===== src/rtl/cart_bank_pkg.sv =====
// cart_bank_pkg: state/mode types, image bases and control window decode.
// XEGS support is compiled in only when CART_XEGS_EN is defined.
package cart_bank_pkg;

    localparam int FULL_AW = 22;
    typedef logic [FULL_AW-1:0] faddr_t;

    typedef enum logic [1:0] {
        ST_SDX  = 2'd0,
        ST_CART = 2'd1,
        ST_OFF  = 2'd2
    } state_e;

    typedef enum logic [2:0] {
        M8K    = 3'd0,
        M16K   = 3'd1,
        OSS034 = 3'd2,
        OSS043 = 3'd3,
        XEGS   = 3'd4
    } mode_e;

    localparam faddr_t BASE_OSS043 = 22'h20000;
    localparam faddr_t BASE_OSS034 = 22'h24000;
    localparam faddr_t BASE_M16K   = 22'h28000;
    localparam faddr_t BASE_M8K    = 22'h2C000;
    localparam faddr_t BASE_XEGS   = 22'h40000;

    localparam int         WIN_LSB = 5;
    localparam logic [2:0] WIN_TAG = 3'b111;

    function automatic logic in_win(input logic [7:0] lo);
        return lo[7:WIN_LSB] == WIN_TAG;
    endfunction

    function automatic mode_e cfg_mode(input logic [2:0] cfg);
        mode_e m;
        case (cfg[1:0])
            2'b00:   m = M8K;
            2'b01:   m = M16K;
            2'b10:   m = OSS034;
            default: m = OSS043;
        endcase
        if (cfg[2]) begin
`ifdef CART_XEGS_EN
            m = XEGS;
`else
            m = M8K;
`endif
        end
        return m;
    endfunction

    function automatic logic is_oss(input mode_e m);
        return (m == OSS034) || (m == OSS043);
    endfunction

    function automatic logic rd4_on(input mode_e m);
        return (m == M16K) || (m == XEGS);
    endfunction

endpackage


===== src/rtl/cart_rom_amux.sv =====
// cart_rom_amux: combinational ROM address map for every state and mode.
// The XEGS windows exist only when CART_XEGS_EN is defined.
module cart_rom_amux
    import cart_bank_pkg::*;
#(
    parameter int ROM_AW     = 19,
    parameter int SDX_BANK_W = 4
`ifdef CART_XEGS_EN
    ,
    parameter int XEGS_BANK_W = 4
`endif
) (
    input  state_e                 state_i,
    input  mode_e                  mode_i,
    input  logic                   s4_n_i,
    input  logic                   s5_n_i,
    input  logic [12:0]            a_i,
    input  logic [SDX_BANK_W-1:0]  sdx_bank_i,
    input  logic [1:0]             oss_bank_i,
`ifdef CART_XEGS_EN
    input  logic [XEGS_BANK_W-1:0] xegs_bank_i,
`endif
    output logic [ROM_AW-1:0]      rom_a_o
);

    faddr_t full;
    faddr_t a_x;
    faddr_t sdx_a;
    faddr_t oss_a;
`ifdef CART_XEGS_EN
    faddr_t xe4_a;
    faddr_t xe5_a;
`endif

    // candidate addresses for each image window
    always_comb begin
        a_x        = '0;
        a_x[12:0]  = a_i;
        sdx_a      = '0;
        sdx_a[SDX_BANK_W+12:0] = {sdx_bank_i, a_i};
        oss_a      = '0;
        oss_a[11:0]  = a_i[11:0];
        oss_a[13:12] = a_i[12] ? 2'b11 : oss_bank_i;
        oss_a = oss_a |
            ((mode_i == OSS043) ? BASE_OSS043 : BASE_OSS034);
`ifdef CART_XEGS_EN
        xe4_a = '0;
        xe4_a[XEGS_BANK_W+12:0] = {xegs_bank_i, a_i};
        xe4_a = xe4_a | BASE_XEGS;
        xe5_a = '0;
        xe5_a[XEGS_BANK_W+12:0] = {{XEGS_BANK_W{1'b1}}, a_i};
        xe5_a = xe5_a | BASE_XEGS;
`endif
    end

    // pick the window addressed by state, mode and selects
    always_comb begin
        full = '0;
        unique case (state_i)
            ST_SDX: begin
                if (!s5_n_i) full = sdx_a;
            end
            ST_CART: begin
                case (mode_i)
                    OSS034, OSS043: begin
                        if (!s5_n_i) full = oss_a;
                    end
                    M16K: begin
                        if (!s4_n_i)
                            full = BASE_M16K | a_x;
                        else if (!s5_n_i)
                            full = BASE_M16K | 22'h02000 | a_x;
                    end
                    M8K: begin
                        if (!s5_n_i) full = BASE_M8K | a_x;
                    end
`ifdef CART_XEGS_EN
                    XEGS: begin
                        if (!s4_n_i)
                            full = xe4_a;
                        else if (!s5_n_i)
                            full = xe5_a;
                    end
`endif
                    default: full = '0;
                endcase
            end
            default: full = '0;
        endcase
    end

    assign rom_a_o = full[ROM_AW-1:0];

    if (ROM_AW < FULL_AW) begin : g_trim
        logic unused_hi;
        assign unused_hi = ^full[FULL_AW-1:ROM_AW];
    end

endmodule


===== src/rtl/cart_bank_ctrl.sv =====
// cart_bank_ctrl: SDX / cartridge-image bank controller on the phi2 clock.
// Define CART_XEGS_EN to build the XEGS mode and its bank register.
module cart_bank_ctrl
    import cart_bank_pkg::*;
#(
    parameter int ROM_AW      = 19,
    parameter int SDX_BANK_W  = 4,
    parameter int XEGS_BANK_W = 4
) (
    input  logic              phi2,
    input  logic              reset_n,
    input  logic [12:0]       cart_a,
    input  logic [7:0]        cart_d_i,
    output logic [7:0]        cart_d_o,
    output logic              cart_d_oe,
    input  logic              s4_n,
    input  logic              s5_n,
    input  logic              cctl_n,
    input  logic              r_w,
    input  logic [2:0]        cfg,
    input  logic [7:0]        rom_d_i,
    output logic              rd4,
    output logic              rd5,
    output logic [ROM_AW-1:0] rom_a,
    output logic              rom_ce_n,
    output logic              rom_oe_n,
    output logic              led_y,
    output logic              led_r
);

    state_e                state_q, state_d;
    mode_e                 mode_q, mode_d;
    logic [SDX_BANK_W-1:0] sdx_bank_q, sdx_bank_d, sdx_wr;
    logic [1:0]            oss_bank_q, oss_bank_d;
    logic                  rd4_q, rd4_d;
    logic                  rd5_q, rd5_d;
    logic                  ctl_wr;
    logic                  win;
    logic                  o43;
    logic                  sel4, sel5;
    logic                  unused_d;
`ifdef CART_XEGS_EN
    logic [XEGS_BANK_W-1:0] xegs_bank_q, xegs_bank_d;
`else
    localparam int unused_xw = XEGS_BANK_W;
`endif

    assign ctl_wr   = !cctl_n && !r_w;
    assign win      = in_win(cart_a[7:0]);
    assign o43      = (mode_q == OSS043);
    assign unused_d = ^cart_d_i;

    // SDX bank index is stored inverted; data bits extend wide banks
    assign sdx_wr[3:0] = ~{cart_a[4], cart_a[2:0]};
    if (SDX_BANK_W > 4) begin : g_sdx_hi
        assign sdx_wr[SDX_BANK_W-1:4] = ~cart_d_i[SDX_BANK_W-5:0];
    end

    // state and bank registers, reset wins over any write
    always_ff @(posedge phi2) begin
        if (!reset_n) begin
            state_q    <= ST_SDX;
            mode_q     <= M8K;
            sdx_bank_q <= '1;
            oss_bank_q <= 2'b00;
            rd4_q      <= 1'b0;
            rd5_q      <= 1'b1;
        end else begin
            state_q    <= state_d;
            mode_q     <= mode_d;
            sdx_bank_q <= sdx_bank_d;
            oss_bank_q <= oss_bank_d;
            rd4_q      <= rd4_d;
            rd5_q      <= rd5_d;
        end
    end

`ifdef CART_XEGS_EN
    // XEGS bank register
    always_ff @(posedge phi2) begin
        if (!reset_n) xegs_bank_q <= '0;
        else          xegs_bank_q <= xegs_bank_d;
    end
`endif

    // next state: decode control writes per state and mode
    always_comb begin
        state_d    = state_q;
        mode_d     = mode_q;
        sdx_bank_d = sdx_bank_q;
        oss_bank_d = oss_bank_q;
        rd4_d      = rd4_q;
        rd5_d      = rd5_q;
`ifdef CART_XEGS_EN
        xegs_bank_d = xegs_bank_q;
`endif
        if (ctl_wr) begin
            unique case (state_q)
                ST_SDX: begin
                    if (win) begin
                        case (cart_a[3:2])
                            2'b10: begin
                                state_d = ST_CART;
                                mode_d  = cfg_mode(cfg);
                                rd4_d   = rd4_on(cfg_mode(cfg));
                                rd5_d   = 1'b1;
                            end
                            2'b11: begin
                                state_d = ST_OFF;
                                rd4_d   = 1'b0;
                                rd5_d   = 1'b0;
                            end
                            default: begin
                                sdx_bank_d = sdx_wr;
                                rd4_d      = 1'b0;
                                rd5_d      = 1'b1;
                            end
                        endcase
                    end
                end
                ST_CART: begin
                    if (is_oss(mode_q)) begin
                        unique case (1'b1)
                            cart_a[3]: begin
                                state_d = ST_OFF;
                                rd5_d   = 1'b0;
                            end
                            (cart_a[3:0] == 4'b0000):
                                oss_bank_d = 2'b00;
                            (!cart_a[3] && cart_a[1:0] == 2'b11):
                                oss_bank_d = o43 ? 2'b10 : 2'b01;
                            (cart_a[3:0] == 4'b0100):
                                oss_bank_d = o43 ? 2'b01 : 2'b10;
                            default:
                                oss_bank_d = 2'b11;
                        endcase
                    end else if (win) begin
                        if (cart_a[3:2] == 2'b11) begin
                            state_d = ST_OFF;
                            rd4_d   = 1'b0;
                            rd5_d   = 1'b0;
                        end
                    end
`ifdef CART_XEGS_EN
                    else if (mode_q == XEGS) begin
                        xegs_bank_d = cart_d_i[XEGS_BANK_W-1:0];
                    end
`endif
                end
                default: ;
            endcase
        end
    end

    // bus strobes, data drive and status LEDs
    always_comb begin
        sel4      = rd4_q & ~s4_n;
        sel5      = rd5_q & ~s5_n;
        rom_ce_n  = ~(sel4 | sel5);
        rom_oe_n  = ~((sel4 | sel5) & r_w);
        cart_d_oe = r_w & phi2 & ((sel4 & s5_n) | (sel5 & s4_n));
        led_y     = (state_q != ST_SDX);
        led_r     = !((state_q == ST_CART) && !is_oss(mode_q));
    end

    assign rd4      = rd4_q;
    assign rd5      = rd5_q;
    assign cart_d_o = rom_d_i;

    cart_rom_amux #(
        .ROM_AW      (ROM_AW),
        .SDX_BANK_W  (SDX_BANK_W)
`ifdef CART_XEGS_EN
        ,
        .XEGS_BANK_W (XEGS_BANK_W)
`endif
    ) u_amux (
        .state_i     (state_q),
        .mode_i      (mode_q),
        .s4_n_i      (s4_n),
        .s5_n_i      (s5_n),
        .a_i         (cart_a),
        .sdx_bank_i  (sdx_bank_q),
        .oss_bank_i  (oss_bank_q),
`ifdef CART_XEGS_EN
        .xegs_bank_i (xegs_bank_q),
`endif
        .rom_a_o     (rom_a)
    );

endmodule

===== config.mk =====
export PLATFORM = sky130hd
export DESIGN_NAME = cart_bank_ctrl
export DESIGN_NICKNAME = d
export VERILOG_FILES = /design/src/rtl/cart_bank_pkg.sv /design/src/rtl/cart_rom_amux.sv /design/src/rtl/cart_bank_ctrl.sv
export SDC_FILE = /design/constraint.sdc
export NUM_CORES = 1
export LEC_CHECK = 0
export ABC_CLOCK_PERIOD_IN_PS = 2100
export CAP_MARGIN = 20
export CORE_ASPECT_RATIO = 1.1
export CORE_MARGIN = 2
export CORE_UTILIZATION = 35
export CTS_CLUSTER_DIAMETER = 40
export CTS_CLUSTER_SIZE = 12
export DETAILED_ROUTE_END_ITERATION = 16
export PLACE_DENSITY_LB_ADDON = 0.2
export SLEW_MARGIN = 0
export SYNTH_ARGS = -nofsm -noshare
export SYNTH_HDL_FRONTEND = slang
export SYNTH_SLANG_ARGS = --single-unit

===== constraint.sdc =====
create_clock -name phi2 -period 2.1 [get_ports phi2]
set_input_delay 0.315 -clock phi2 [delete_from_list [all_inputs] [get_ports phi2]]
set_output_delay 0.315 -clock phi2 [all_outputs]
set_load 0.05 [all_outputs]

Word level (Yosys, flattened, before mapping). Index checks and enable logic that the tools add are counted.

Flip-flop bits (word level): 13. Input bits: 38. Output and inout bits: 34. Logic and storage cells: 104.

Eq/ne operators: 21. Multiplexer cells: 36. Bitwise operators: 17. Reduce and logical (&&, ||, !) cells: 24.

Operators with widths (count): 19-bit case mux with 3 select lines (1); 19-bit 2-to-1 mux (2); 19-bit case mux with 2 select lines (1); 18-bit 2-to-1 mux (2); 2-bit 2-to-1 mux (9); 14-bit by 18-bit bitwise OR with 18-bit output (1); 17-bit 2-to-1 mux (1); 15-bit 2-to-1 mux (1); 3-bit 2-to-1 mux (4); 3-bit != test, second input constant (4); 4-bit AND reduction (3); 6-bit AND reduction (2); 1-bit 2-to-1 mux (9); 2-bit == test, second input constant (4); 2-bit != test, second input constant (4); 2-bit case mux with 2 select lines (2); 2-bit case mux with 4 select lines (1); 1-bit AND (7); 7-bit AND reduction (1); 3-bit by 1-bit == test with 1-bit output, second input constant (2); 3-bit by 2-bit == test with 1-bit output, second input constant (2); 3-bit == test, second input constant (2); 1-bit NOT (6); 2-bit case mux with 3 select lines (1); other kinds (13) (26).

Depth between registers and ports, before layout. Gate-level depths: netlist (run 1).

Word-level depth: 12. Mapped depth: 4. Gate-level depth less buffers: 3.

Modules after synthesis. Synthesis (run 1) repeated with hierarchy kept, for this count alone.

Cell total of the unflattened synthesis: 125. Area total of the unflattened synthesis: 1062.3 um^2.

By module, submodules not included: cart_bank_ctrl (instances 1, cells an instance 89, area each 765.7 um^2, sequential area each 240.2 um^2); cart_rom_amux (instances 1, cells an instance 36, area each 296.5 um^2, sequential area each 0.0 um^2).

==> results.toml, run 1 <==
[die]
fp.dieH_um = 60.72
dieWidth_um = 55.56
design.core.area_mm2 = 0.002778
initial_core_util_pct = 36.85
dieArea_mm2 = 0.003373
io_pins = 72
std_cell_rows = 20

[worst_setup_path]
crit_type = "in -> out"
crit_chain = "clkdlybuf4s50_1 -> buf_4 -> nand2b_1 -> a211o_1 -> a21oi_2 -> buf_12"
crit_fanout = 3
required_ps = 1780
cpPeakStageDelay_ps = 440
r2r_setup_slack_ps = 520
crit_path_start_kind = "input pin"
cp.arrival_ps = 1740
slowest_stage = "clkdlybuf4s50_1"
worstSetupEndpointType = "output port"

[global_routing]
grt_antenna_before_repair = 0
grt_max_degree = 15
grt_overflow = 0
grt_usage_pct = 19.16
grt_pass1_vias = 1137
grt_pass1_wl_mm = 5.140

[yosys]
syn_area_per_cell_um2 = 7.417
synth_top_cells_by_count = "18 x nand2_1, 12 x and2_1, 12 x dfxtp_1"
syn_nets = 176
synth_area_mm2 = 0.001023
ys_async_sr_fraction_pct = 0
synth_seq_area_share_pct = 23.47
synth_ff_type = "dfxtp_1"
synth.most_common_cell = "nand2_1"
yosysTopAreaCell = "dfxtp_1"
ys_ff_latch = 12
ys_warn_count = 0
synthDistinctLibCells = 39
netlist_instances = 138
synth_edf_count = 0
synth_area_leaders = "dfxtp_1 23%, and2_1 7.3%, buf_4 6.6%"
synth_top_area_share_pct = 23.47

[clocking]
insertion_delay_ps = 390
cts_tree = "done"
path_clk_slew_ps = 80

[layout]
n_fill_cell = 238
seq_area_um2 = 246.5
num_antenna_cells = 0
fin_area_mm2 = 0.001817
layout.nets = 222
area_growth_syn_to_layout_pct = 77.51
final_cells = 215
multi_input_area_um2 = 743.2
layout-drive-gt1-share_pct = 35.16

[sta]
fmax_ghz = 0.4870
tns_ps = 0
rsz0062_at_grt = "false"
maxSlewViolCount = 0
skew_ps = 1.997
post-route-period-util_pct = 97.79
worstMarginPinSlew_ps = 501.5
finalSetupViolCount = 0
slew_headroom_pct = 66.31
hold_viol = 0
finalWorstPathRequiredPeriod_ps = 2053
setup_ws_ps = 46.50

[place]
placed_cells = 208
dpl_cell_area_mm2 = 0.001699
gp_congestion = 0.7855
pre_cts_ws_ps = -148.9
dpl.hpwl_mm = 2.381
port-buffer-count = 46

[routing]
avgViaCountPerCell = 5.330
first_pass_iters = 4
wirelength_mm = 3.174
ant_nets = 0
drt_iter0_drc = 32
vias = 1146
drc = 0
wl_per_cell_um = 14.76

[job]
drv_cap = 0

[min_path]
hold_class = "reg -> reg"

[power]
irDropWorstVdd_mv = 0.2646
p_leak_uw = 0.0007153
powerDensity_mw_per_mm2 = 445.0

[status]
outcome = "complete, no violations"
-- metrics by stage --
step / power [uW] / utilization (%) / hold slack [ps]
after floorplan: 443.3 / - / 480.1
after global placement: 570.1 / 61.17 / 496.1
after detailed placement: 572.7 / 61.17 / 482.5
after CTS: 806.3 / 62.97 / 506.0
after global routing: 847.6 / 65.41 / 535.5
final: 808.5 / 65.41 / 500.0
-- where the power goes --
part	internal, uW	switching (uW)
Sequential	228	2.42
Combinational	161	159
Clock	137	122
Total	525	283
-- area by class of cell --
| cell class | count | share of cell area, % |
|---|---|---|
| Sequential cell | 12 | 13.57 |
| Clock buffer | 7 | 2.755 |
| Multi-Input combinational cell | 106 | 40.91 |
| Tap cell | 33 | 2.273 |
| Inverter | 2 | 0.4132 |
| Timing Repair Buffer | 55 | 40.08 |
-- flip-flops by register name (all words and copies together), names as in the netlist --
signal	flops
sdx_bank_q	4
mode_q	2
oss_bank_q	2
state_q	2
rd4	1
rd5	1
-- worst paths after layout --
path | from | to | cells past startpoint
max reg2reg | state_q[0] | sdx_bank_q[1] | 3
min reg2reg | rd4 | rd4 | 2
min | rd4 | rd4 | 2
max | s4_n | rom_a[15] | 6
-- cell usage in the layout, fill, tap and decap left out, types with 3 or more instances in the layout --
| cell | n |
|---|---|
| nand2_1 | 18 |
| buf_4 | 10 |
| buf_12 | 20 |
| clkbuf_4 | 6 |
| nor2_1 | 4 |
| dfxtp_1 | 9 |
| nand3_1 | 6 |
| clkdlybuf4s50_1 | 23 |
| nor2b_1 | 5 |
| a21oi_1 | 6 |
| o21ai_0 | 7 |
| and2_4 | 10 |
| nand2b_1 | 6 |
| nand3b_1 | 3 |
-- timing repair --
action	in CTS	in global routing
buffers inserted	0	0
cloned	0	1
hold buffers	0	0
gates resized for setup	5	22
pin swaps	0	2
endpoints found under the setup margin	19	16
-- cells by family (layout without fill, tap and decap cells) --
logic type,after synthesis,count (layout),synth area share [%]
other,1,1,0.3664
and+or+nand+nor,69,69,39.73
muxes,6,6,6.357
buffers and inverters,20,64,11.00
DFF,12,12,23.47
AOI/OAI and AO/OA,30,30,19.07
-- critical path, delay by kind of cell --
family	cells	cell delay [ps]
AOI/OAI and AO/OA	2	530
and+or+nand+nor	1	140
buffers and inverters	3	750
-- layer usage --
metal / up-vias / part of all wire [%] / GRT usage (%)
met3: 4 / 7.5 / 6.823
met5: - / 0 / 0
met2: 51 / 49 / 31.63
met1: 532 / 43 / 23.67
met4: 0 / 0.72 / 6.272
li1: 559 / - / -
Note: power is estimated with default switching activity, not from simulation.
==> inputs of run 2 (changes only) <==
--- a/config.mk
+++ b/config.mk
@@ -14,6 +14,7 @@
 export CTS_CLUSTER_SIZE = 12
 export DETAILED_ROUTE_END_ITERATION = 16
 export PLACE_DENSITY_LB_ADDON = 0.2
+export SKIP_LAST_GASP = 1
 export SLEW_MARGIN = 0
 export SYNTH_ARGS = -nofsm -noshare
 export SYNTH_HDL_FRONTEND = slang
==> run 2 against run 1 <==
Design area shrank 0.14%; via count increased by 0.17%; non-clock buffer count stayed put; core utilization is 0.090 points lower.
==> results.toml, run 2 (synthesis results as in run 1) <==
[layout]
largest_register_ffs = 4
fin_util_pct = 65.32
largest_register = "sdx_bank_q"
n_fill_cell = 239
layout.nets = 222
area_growth_syn_to_layout_pct = 77.26
layout-drive-gt1-share_pct = 34.62
num_antenna_cells = 0
layout_common_cells = "23 x clkdlybuf4s50_1, 20 x buf_12, 18 x nand2_1, 10 x buf_4"
final_common_cell = "clkdlybuf4s50_1"
final_cells = 215

[sta]
slew_headroom_pct = 66.36
skew_ps = 0.7129
fmax_ghz = 0.4871
post-route-period-util_pct = 97.76
maxSlewViolCount = 0
finalWorstPathRequiredPeriod_ps = 2053
rsz0062_at_grt = "false"
hold_viol = 0
setup_ws_ps = 46.97
finalSetupViolCount = 0
worstMarginPinSlew_ps = 500.7

[routing]
ant_nets = 0
drc = 0
first_pass_iters = 4
avgViaCountPerCell = 5.340
vias = 1148
wirelength_mm = 3.167
wl_per_cell_um = 14.73
drt_iter0_drc = 39

[clocking]
path_clk_slew_ps = 80
post_cts_buffers = 0
insertion_delay_ps = 380
cts_hold_buf = 0
cts_tree = "done"

[power]
p_leak_uw = 0.0007134
irDropWorstVdd_mv = 0.2663
p_total_uw = 809.6
powerDensity_mw_per_mm2 = 446.2

[die]
dieWidth_um = 55.56
io_pins = 72
initial_core_util_pct = 36.85
std_cell_rows = 20
dieArea_mm2 = 0.003373
design.core.area_mm2 = 0.002778
fp.dieH_um = 60.72

[worst_setup_path]
slowest_stage = "clkdlybuf4s50_1"
critPathTopFamily = "buffers and inverters"
required_ps = 1780
crit_type = "in -> out"
crit_chain = "clkdlybuf4s50_1 -> buf_4 -> nand2b_1 -> a211o_1 -> a21oi_2 -> buf_12"
crit_path_start_kind = "input pin"
worstSetupEndpointType = "output port"
crit_buf_inv = 3
crit_fanout = 3
cpPeakStageDelay_ps = 440
cp.arrival_ps = 1740

[status]
outcome = "complete, no violations"

[global_routing]
grt_usage_pct = 19.20
grt_pass1_wl_mm = 5.147
grt_antenna_before_repair = 0
grt_max_degree = 15
grt_overflow = 0
grt_pass1_vias = 1137

[job]
drv_cap = 0

[place]
gp_congestion = 0.7855
placed_cells = 208
dpl.hpwl_mm = 2.381
port-buffer-count = 46
pre_cts_ws_ps = -148.9

[min_path]
hold_class = "reg -> reg"
run 2: timing repair:
item / in CTS / in global routing
pin swaps: 0 / 2
gates cloned: 0 / 1
hold endpoints to repair: 0 / 0
resized for setup: 4 / 22
setup endpoints to repair: 19 / 16
run 2: final timing paths:
path,slack [ps],cells past startpoint,to,from
worst max-delay path,50,6,rom_a[15],s4_n
worst min-delay path,500,2,rd4,rd4
worst max register to register,530,3,sdx_bank_q[2],state_q[0]
worst min register to register,500,2,rd4,rd4
run 2: area by class of cell:
class	instances	area (um^2)	share of cell area, %
flip-flops and latches	12	246.5	13.59
repair buffers	55	728.2	40.14
multi-input cells	106	740.7	40.83
clock buffers	7	50.05	2.759
well taps	33	41.29	2.276
inverters	2	7.507	0.4138
run 2: where the power goes:
group / total (uW) / switching [uW] / internal [uW] / leakage (uW)
Sequential: 230 / 2.42 / 228 / 0.0000988
Clock: 261 / 124 / 137 / 0.0000354
Combinational: 319 / 159 / 160 / 0.000579
run 2: worst min-delay path, stage by stage, from the launching register on:
cell and delay (ps):
dfxtp_1 340, nand2_1 60, o21ai_0 60
run 2: per-stage QoR:
| stage | instance area (um^2) | TNS (ps) | hold slack (ps) |
|---|---|---|---|
| 6_report | 1814 | 0 | 500.5 |
| 5_1_grt | 1814 | 0 | 535.5 |
| 4_1_cts | 1747 | -36.69 | 506.0 |
| 3_5_place_dp | 1699 | -167.8 | 482.5 |
| 3_3_place_gp | 1699 | -126.8 | 496.1 |
| 2_1_floorplan | 1040 | 0 | 480.1 |
run 2: metal layers:
metal	vias to the layer above	track usage [%]	wire (um)
li1	560	-	-
met5	-	0	0
met2	46	31.63	1555
met3	2	6.823	209
met1	540	23.80	1385
met4	0	6.272	17
